--- config.mk ---
export PLATFORM = sky130hd
export DESIGN_NAME = lcd_page_sched
export DESIGN_NICKNAME = d
export VERILOG_FILES = /design/src/rtl/lcd_page_sched_pkg.sv /design/src/rtl/lcd_page_prio.sv /design/src/rtl/lcd_page_sched.sv
export SDC_FILE = /design/constraint.sdc
export NUM_CORES = 1
export LEC_CHECK = 0
export CAP_MARGIN = 5
export CELL_PAD_IN_SITES_DETAIL_PLACEMENT = 0
export CELL_PAD_IN_SITES_GLOBAL_PLACEMENT = 1
export CORE_MARGIN = 1.5
export CORE_UTILIZATION = 35
export CTS_CLUSTER_DIAMETER = 100
export DETAILED_ROUTE_END_ITERATION = 8
export PLACE_DENSITY_LB_ADDON = 0.1
export SLEW_MARGIN = 20
export SYNTH_ARGS = -nofsm -noshare
export SYNTH_HDL_FRONTEND = slang
export SYNTH_SLANG_ARGS = --single-unit
--- constraint.sdc ---
create_clock -name clk -period 2.63 [get_ports clk]
set_input_delay 0.526 -clock clk [delete_from_list [all_inputs] [get_ports clk]]
set_output_delay 0.526 -clock clk [all_outputs]
set_load 0.01 [all_outputs]
--- src/rtl/lcd_page_sched_pkg.sv ---
// Shared definitions for the LCD page scheduler and the LCD writer:
// page codes, scheduler states, request vector layout and priority ranking.
package lcd_page_sched_pkg;

    localparam logic [2:0] PG_CLOCK = 3'd0;
    localparam logic [2:0] PG_EDIT  = 3'd1;
    localparam logic [2:0] PG_MENU  = 3'd2;
    localparam logic [2:0] PG_PROG  = 3'd3;
    localparam logic [2:0] PG_OVER  = 3'd4;
    localparam logic [2:0] PG_RING  = 3'd5;
    localparam logic [2:0] PG_TOAST = 3'd6;
    localparam logic [2:0] PG_BLANK = 3'd7;

    typedef enum logic [1:0] {
        WAIT_INIT,
        ISSUE,
        BUSY,
        ABORT
    } sched_state_t;

    typedef struct packed {
        logic ring;
        logic over;
        logic toast;
        logic prog;
        logic edit;
        logic menu;
    } page_req_t;

    // BLANK is the off-phase of a blinking RING page, so it ranks with RING.
    function automatic logic [2:0] page_rank(input logic [2:0] pg);
        case (pg)
            PG_CLOCK: page_rank = 3'd0;
            PG_MENU:  page_rank = 3'd1;
            PG_EDIT:  page_rank = 3'd2;
            PG_PROG:  page_rank = 3'd3;
            PG_TOAST: page_rank = 3'd4;
            PG_OVER:  page_rank = 3'd5;
            default:  page_rank = 3'd6;
        endcase
    endfunction

    function automatic logic is_ring_group(input logic [2:0] pg);
        return (pg == PG_RING) || (pg == PG_BLANK);
    endfunction

endpackage

--- src/rtl/lcd_page_prio.sv ---
// Combinational priority encoder: active page requests to the winning page
// code and its rank. CLOCK wins when nothing else is requested.
module lcd_page_prio
    import lcd_page_sched_pkg::*;
(
    input  logic [5:0] req,
    output logic [2:0] winner,
    output logic [2:0] rank
);

    page_req_t r;
    assign r = req;

    // NOTE: every always_comb output gets a default first so no path can infer a latch.
    always_comb begin
        winner = PG_CLOCK;
        if (r.ring)       winner = PG_RING;
        else if (r.over)  winner = PG_OVER;
        else if (r.toast) winner = PG_TOAST;
        else if (r.prog)  winner = PG_PROG;
        else if (r.edit)  winner = PG_EDIT;
        else if (r.menu)  winner = PG_MENU;
        rank = page_rank(winner);
    end

endmodule

--- src/rtl/lcd_page_sched.sv ---
// Page scheduler for the LCD writer: picks the page per frame, preempts for
// alarms, shows a confirmation toast. Optional RING blink: LCD_SCHED_BLINK_EN.
module lcd_page_sched
    import lcd_page_sched_pkg::*;
#(
    parameter int MIN_DWELL    = 2,
    parameter int TOAST_FRAMES = 4
) (
    input  logic       clk,
    input  logic       rst,
    input  logic       init_done,
    input  logic       ring_req,
    input  logic       over_req,
    input  logic       prog_req,
    input  logic       edit_req,
    input  logic       menu_req,
    input  logic       commit,
    input  logic       frame_done,
    output logic [2:0] page,
    output logic       start,
    output logic       abort,
    output logic       busy
);

    localparam int DW_W = (MIN_DWELL < 1) ? 1 : $clog2(MIN_DWELL + 1);
    localparam int TC_W = (TOAST_FRAMES < 1) ? 1 : $clog2(TOAST_FRAMES + 1);

    sched_state_t    state, state_nx;
    logic            start_nx, abort_nx;
    logic [DW_W-1:0] dwell;
    logic [TC_W-1:0] toast_cnt;
    logic            preempted;
    page_req_t       reqs;
    logic [2:0]      winner, win_rank, base_pg, issue_pg;
    logic            page_held, switch_ok, preempt;

    assign reqs = {ring_req, over_req, toast_cnt != '0, prog_req, edit_req, menu_req};

    lcd_page_prio u_prio (
        .req    (reqs),
        .winner (winner),
        .rank   (win_rank)
    );

    // A page whose own request has dropped gives way at the frame boundary.
    always_comb begin
        page_held = 1'b1;
        case (page)
            PG_RING, PG_BLANK: page_held = reqs.ring;
            PG_OVER:           page_held = reqs.over;
            PG_TOAST:          page_held = reqs.toast;
            PG_PROG:           page_held = reqs.prog;
            PG_EDIT:           page_held = reqs.edit;
            PG_MENU:           page_held = reqs.menu;
            default:           page_held = 1'b1;
        endcase
    end

    assign switch_ok = preempted || (win_rank > page_rank(page)) || !page_held
                       || (dwell >= DW_W'(MIN_DWELL));
    assign preempt   = ((winner == PG_RING) || (winner == PG_OVER))
                       && (win_rank > page_rank(page));

    always_comb begin
        base_pg = switch_ok ? winner : page;
        if (base_pg == PG_BLANK) base_pg = PG_RING;
`ifdef LCD_SCHED_BLINK_EN
        issue_pg = (base_pg == PG_RING && page == PG_RING) ? PG_BLANK : base_pg;
`else
        issue_pg = base_pg;
`endif
    end

    always_comb begin
        state_nx = state;
        start_nx = 1'b0;
        abort_nx = 1'b0;
        case (state)
            WAIT_INIT: if (init_done) state_nx = ISSUE;
            ISSUE: begin
                start_nx = 1'b1;
                state_nx = BUSY;
            end
            BUSY: begin
                // A frame that completes in the same cycle needs no abort.
                if (frame_done) begin
                    state_nx = ISSUE;
                end else if (preempt) begin
                    abort_nx = 1'b1;
                    state_nx = ABORT;
                end
            end
            ABORT:   if (frame_done) state_nx = ISSUE;
            default: state_nx = WAIT_INIT;
        endcase
    end

    // NOTE: the reset branch clears every register, including page and counters,
    // so a reset mid-frame drops the frame without any abort pulse.
    always_ff @(posedge clk) begin
        if (!rst) begin
            state     <= WAIT_INIT;
            page      <= PG_CLOCK;
            start     <= 1'b0;
            abort     <= 1'b0;
            busy      <= 1'b0;
            dwell     <= '0;
            toast_cnt <= '0;
            preempted <= 1'b0;
        end else begin
            // NOTE: non-blocking assignments so every register samples pre-edge values.
            state <= state_nx;
            start <= start_nx;
            abort <= abort_nx;

            if (state == ISSUE) begin
                page      <= issue_pg;
                busy      <= 1'b1;
                preempted <= 1'b0;
                if (!(issue_pg == page || (is_ring_group(issue_pg) && is_ring_group(page))))
                    dwell <= '0;
            end

            if ((state == BUSY || state == ABORT) && frame_done) begin
                busy <= 1'b0;
                if (dwell < DW_W'(MIN_DWELL)) dwell <= dwell + 1'b1;
            end

            if (state == BUSY && !frame_done && preempt) preempted <= 1'b1;

            // Reload rather than accumulate on a repeated commit.
            if (commit)
                toast_cnt <= TC_W'(TOAST_FRAMES);
            else if (state == BUSY && frame_done && page == PG_TOAST && toast_cnt != '0)
                toast_cnt <= toast_cnt - 1'b1;
        end
    end

endmodule

==> results of run 1 <==
routing by layer:
| layer | GRT usage (%) | wire length (um) | part of all wire, % |
|---|---|---|---|
| met5 | 0 | 0 | 0 |
| met4 | 6.80 | 34 | 1.4 |
| met3 | 3.92 | 114 | 4.8 |
| met2 | 26.4 | 1160 | 49 |
| met1 | 18.6 | 1070 | 45 |
power breakdown:
group	leakage, uW	switching, uW	internal, uW	total, uW
sequential	0.000115	23.2	234	258
combinational	0.000409	178	192	370
clock	0.0000210	72.0	84.1	156
total	0.000544	273	511	784
cell usage in the layout (no fill, tap or decap), types with 3 or more instances in the layout:
master and n:
nor2_1 14, clkdlybuf4s50_1 14, dfxtp_1 13, buf_4 13
inv_1 10, ha_1 8, nand2b_1 6, nand2_1 6
mux2i_1 6, nor2b_1 4, o21a_1 3, o21ai_0 3
a21oi_1 3, clkbuf_4 3
repair_timing:
item / 4_1_cts / 5_1_grt
setup endpoints to repair: 3 / 7
resized for setup: 1 / 9
pin swaps: 0 / 2
stage by stage:
step                TNS (ns)  hold WS, ns  utilization (%)  cells  area [sq um]
global route        -0.00569        0.518             49.0    178          1340
finish                     0        0.497             49.0    178          1340
detailed placement     -1.33        0.488             46.1    174          1260
CTS                        0        0.500             47.6    178          1300
floorplan                  0        0.458                -    119           993
global placement      -0.978        0.482             46.1    174          1260
layout make-up:
cell class,count,share of cell area [%]
clock buffer,4,2.71
inverter,11,3.08
multi-input combinational,90,51.6
sequential,14,21.0
tap,31,2.89
timing repair buffer,28,18.7
registers in the layout, indices dropped and copies added, names as in the netlist:
signal,flops
toast_cnt,3
busy,1
state,2
preempted,1
start,1
abort,1
page,3
dwell,2
worst reg2reg max path, cell delays in order, from the launching register on:
cell and delay (ns):
dfxtp_2 0.34, inv_1 0.04, ha_1 0.19, ha_2 0.20, nand2b_1 0.09, nor2_1 0.06, or2_1 0.22, ha_1 0.30
nand3b_1 0.11, a211o_1 0.28, o211ai_1 0.23, nor2_1 0.08, a311oi_1 0.26
how the worst max path moves through the flow:
stage	endpoint	slack (ns)	depth (start not counted)
3_5_place_dp	state[0]$_SDFFE_PN0P_	-0.24	9
5_1_grt	state[1]$_SDFFE_PN0P_	-0.003	13
3_3_place_gp	page[1]$_SDFFE_PN0P_	-0.18	9
6_report	page[2]$_SDFFE_PN0P_	0.14	12
4_1_cts	state[0]$_SDFFE_PN0P_	0.03	11
2_1_floorplan	state[0]$_SDFFE_PN0P_	0.12	12
kinds of logic (layout without fill, tap and decap cells):
group | Yosys count | count (layout) | share of synthesized area, %
simple gates | 42 | 42 | 23.2
mux | 7 | 7 | 7.18
fa+ha+maj | 10 | 10 | 12.6
compound gates | 30 | 30 | 21.9
flops | 14 | 14 | 28.2
buf+inv | 15 | 43 | 6.04
xor+xnor | 1 | 1 | 0.882
==> run summary, run 1 <==
Hold path endpoint - toast_cnt[1]$_SDFFE_PP0P_
Sequential-to-total area share from yosys stat - 28.2%
# nets final - 168
Number of endpoints failing setup at the final stage - 0
Critical path data arrival time - 2.68 ns
CTS H-Tree Depth - 1
Antenna-violating nets left - 0
Critical Path Sink Type - register
Avg Inst Size Synth - 8.35 sq um
Leakage - 0.000544 uW
Slowest cell on the critical path - dfxtp_2
Syn Inst Count - 119
Multi-input gate area - 692 sq um
Buffer levels on the longest clock path - 2
Area contributors post-synth - dfxtp_1, ha_1, mux2i_1
Clk root buf - clkbuf_4
Status - complete, no violations
Initial DRC count - 32
DR pass1 iterations - 4
Reg2reg start - toast_cnt[0]$_SDFFE_PP0P_
GRT Util Overall - 15.6%
Fin crit period - 2.49 ns
Final hold viol count - 0
FP Rows - 19
Main synth FF type - dfxtp_1
Final WS setup - 0.139 ns
Reg2Reg Setup Slack - 0.14 ns
DR WL/cell - 13.3 um
Max_cap viols - 0
Worst Hold Path Cells - 2
YS warnings - 0
Starting Density - 36.3%
Hpwl dp - 1850 um
Synth top area share - 28.2%
Clock-pin slew on the worst setup and hold paths - 0.09 ns
Chip width - 56.3 um
Hold Path Class - register to register
DP Worst Slack - -0.240 ns
Post-synth EDFFs - 0
Buffers on Ports - 15
Share of cells above drive strength 1 - 19.7%
TritonCTS clock tree - done
Via density - 5.35
Vias in the first global route - 910
Worst skew pair latency - 0.28 ns
Final Skew - 0.00232 ns
Total gr overflow - 0
Class of the most critical setup path - register to register
Syn nets - 139
Vias - 952
RePlAce Congestion - 0.792
Final Cycle Share - 94.7%
DRC Markers - 0
R2R depth - 12
CP peak stage delay - 0.34 ns
Slew Limit Fails - 0
HP Start - toast_cnt[1]$_SDFFE_PP0P_
Die Area - 3170 sq um
Num Clock Sinks - 14
FILL cells - 282
Top Family by Delay on Critical Path - compound AO/OA/AOI/OAI gates
CP startpoint - toast_cnt[0]$_SDFFE_PP0P_
Pwr Density - 585 nW/um^2
R2r endpoint - page[2]$_SDFFE_PN0P_
P&R area growth vs syn - 34.9%
Register area - 282 sq um
N_diodes - 0
Hold-fix buffers, CTS - 0
Top Ports - 16
FMAX - 0.401 GHz
Most frequent cells after synthesis - dfxtp_1, nor2_1, ha_1, inv_1
Crit path cell chain - inv_1, ha_1, ha_2, nand2b_1, nor2_1, or2_1, ha_1, nand3b_1, a211o_1, o211ai_1, nor2_1, a311oi_1
Largest net degree at the start of global routing - 13
Max FO, Critical Path - 5
Worst Tran Pin Value - 0.560 ns
Post-synth ARST share - 0%
Inserted Clock Buffers - 3
Rel. slew slack - 62.4%
Initial antenna violation count - 0
Maximum vdd drop - 0.000347 V
Mapped Area - 993 sq um
Pwr Total - 784 uW
Die H - 56.3 um
Data required time of the worst path - 2.82 ns
Setup Buffers After CTS - 0
Routed WL - 2380 um
First-pass GRT wire length - 3870 um
Synth Register Bits - 14
Yosys top cell by area - dfxtp_1
Netlist cell types - 42
Critical path launch point type - register
CORE AREA - 2730 sq um
CP bufs+invs - 1
Power figures use the tool's default switching activity.
==> run 2: changes to the inputs <==
CTS_CLUSTER_SIZE = 40   (was not set)
==> results of run 2 <==
Same layout as run 1: the final DEF is identical, and so are final timing and power.
==> run 3: changes to the inputs <==
CORE_UTILIZATION = 40   (was 35)
SYNTH_HIERARCHICAL = 1   (was not set)
clock period = 2.45 ns   (was 2.63 ns; I/O delays follow)
==> run 3 against run 2 <==
  * Sequential power grew 6%
  * Highest routed layer unchanged
  * Setup slack lost 0.021 ns
  * Via count rose by 0.42%
  * Flip-flop and latch count unchanged
  * Combinational power fell by 4%
==> run summary, run 3 <==
P&R area growth vs syn - 33.8%
Final WS setup - 0.118 ns
RePlAce Congestion - 0.796
Synth top area share - 26.3%
Critical path data arrival time - 2.57 ns
Antenna-violating nets left - 0
Synth Register Bits - 14
Area contributors post-synth - dfxtp_1, ha_1, inv_1
Number of endpoints failing setup at the final stage - 0
Class of the most critical setup path - register to register
Num Clock Sinks - 14
Leakage - 0.000643 uW
Post-Route Utilization - 57.1%
Hold-fix buffers, CTS - 0
Vias - 956
Clk root buf - clkbuf_4
Critical Path Sink Type - register
Die H - 54.7 um
Final hold viol count - 0
Pwr Density - 560 nW/um^2
Hold path endpoint - toast_cnt[1]$_SDFFE_PP0P_
FMAX - 0.429 GHz
Fin crit period - 2.33 ns
Netlist cell types - 42
R2r endpoint - abort$_SDFF_PP0_
Routed WL - 2380 um
Initial DRC count - 4
FP Rows - 18
Vias in the first global route - 920
Chip width - 54.7 um
Post-synth ARST share - 0%
Max_cap viols - 0
Die Area - 2990 sq um
Starting Density - 42.7%
Worst Tran Pin Value - 0.415 ns
Main synth FF type - dfxtp_1
CTS H-Tree Depth - 1
Buffers on Ports - 15
Reg2Reg Setup Slack - 0.12 ns
CORE AREA - 2500 sq um
N_diodes - 0
Reg2reg start - toast_cnt[1]$_SDFFE_PP0P_
# nets final - 176
Final Skew - 0.00874 ns
R2R depth - 11
Share of cells above drive strength 1 - 23.9%
Mapped Area - 1070 sq um
Most frequent cells in the layout - buf_4, inv_1, dfxtp_1
Syn nets - 145
Rel. slew slack - 72.3%
Maximum vdd drop - 0.000325 V
DR pass1 iterations - 3
Status - complete, no violations
Yosys top cell by area - dfxtp_1
Clock-pin slew on the worst setup and hold paths - 0.10 ns
DR WL/cell - 12.9 um
First-pass GRT wire length - 3850 um
Worst Hold Path Cells - 2
Top Ports - 16
Most frequent cells after synthesis - dfxtp_1, inv_1, ha_1
Hold Path Class - register to register
Post-synth EDFFs - 0
GRT Util Overall - 17.8%
Syn Inst Count - 125
TritonCTS clock tree - done
Inserted Clock Buffers - 3
DP Worst Slack - -0.418 ns
Buffer levels on the longest clock path - 2
Initial antenna violation count - 0
Worst skew pair latency - 0.28 ns
Hpwl dp - 1830 um
Critical path launch point type - register
Sequential-to-total area share from yosys stat - 26.3%
Largest net degree at the start of global routing - 15
Final Cycle Share - 95.2%
Avg Inst Size Synth - 8.54 sq um
Via density - 5.17
TNS Setup - 0 ns
Most common cell after layout, fill and taps aside - buf_4
HP Start - toast_cnt[1]$_SDFFE_PP0P_
Data required time of the worst path - 2.69 ns
Max FO, Critical Path - 5
Biggest regs - page (3), toast_cnt (3)
DRC Markers - 0
Slew Limit Fails - 0
Total gr overflow - 0
YS warnings - 6
-- run 3: cells by family (layout without fill, tap and decap cells) --
family,count (synthesis),after routing,share of synthesized area (%)
flops,14,14,26.3
fa+ha+maj,10,10,11.7
xor+xnor,4,4,3.28
simple gates,44,44,23.0
compound gates,30,30,23.8
buf+inv,20,50,9.03
mux,3,3,2.93
-- run 3: worst max path at each step --
stage                               from                endpoint  slack, ns  cells after the start
6_report       toast_cnt[1]$_SDFFE_PP0P_        abort$_SDFF_PP0_       0.12                     11
5_1_grt        toast_cnt[0]$_SDFFE_PP0P_  preempted$_SDFFE_PN0P_      -0.02                     12
3_5_place_dp                    edit_req   state[1]$_SDFFE_PN0P_      -0.42                     10
4_1_cts                         edit_req    page[1]$_SDFFE_PN0P_       0.01                      8
2_1_floorplan  toast_cnt[0]$_SDFFE_PP0P_    page[1]$_SDFFE_PN0P_       0.21                      9
3_3_place_gp                    edit_req   state[1]$_SDFFE_PN0P_      -0.37                     10
-- run 3: timing repair --
action / 4_1_cts / 5_1_grt
setup buffers: 0 / 1
resized for setup: 1 / 12
gates cloned: 0 / 0
endpoints found under the setup margin: 2 / 9
pin swaps: 0 / 2
hold endpoints to repair: 0 / 0
-- run 3: layout make-up --
cell class | instances | area (sq um)
Clock buffer | 4 | 36.3
Tap cell | 30 | 37.5
Multi-Input combinational cell | 91 | 731
Sequential cell | 14 | 280
Timing Repair Buffer | 32 | 290
Fill cell | 237 | 1070
Inverter | 14 | 52.6
-- run 3: per-stage QoR --
step                total power [uW]  hold WS (ns)  instance area (sq um)  cells
floorplan                        489         0.434                   1070    125
global placement                 596         0.448                   1330    180
detailed placement               606         0.456                   1330    180
CTS                              783         0.469                   1370    184
global route                     853         0.483                   1430    185
finish                           799         0.466                   1430    185
-- run 3: critical path: stages, from the launching register on --
cell,delay (ns)
dfxtp_1,0.32
inv_1,0.07
ha_1,0.19
nand2b_4,0.09
or3_1,0.32
ha_1,0.32
nand3_1,0.08
o21ai_1,0.10
nor4b_2,0.37
buf_4,0.17
nor2b_2,0.14
and2_1,0.13
-- run 3: report_power, final --
| part | switching, uW | internal [uW] | total, uW | leakage [uW] |
|---|---|---|---|---|
| registers | 24.4 | 249 | 274 | 0.000114 |
| logic | 176 | 178 | 354 | 0.000508 |
| clock network | 80.9 | 90.4 | 171 | 0.0000210 |
-- run 3: routing by layer --
metal / vias up / GRT usage, % / share of wire (%)
met4: 0 / 6.25 / 0.59
met3: 2 / 1.64 / 2.4
met2: 12 / 34.1 / 52
met1: 446 / 20.0 / 45
met5: - / 0 / 0
li1: 496 / - / -
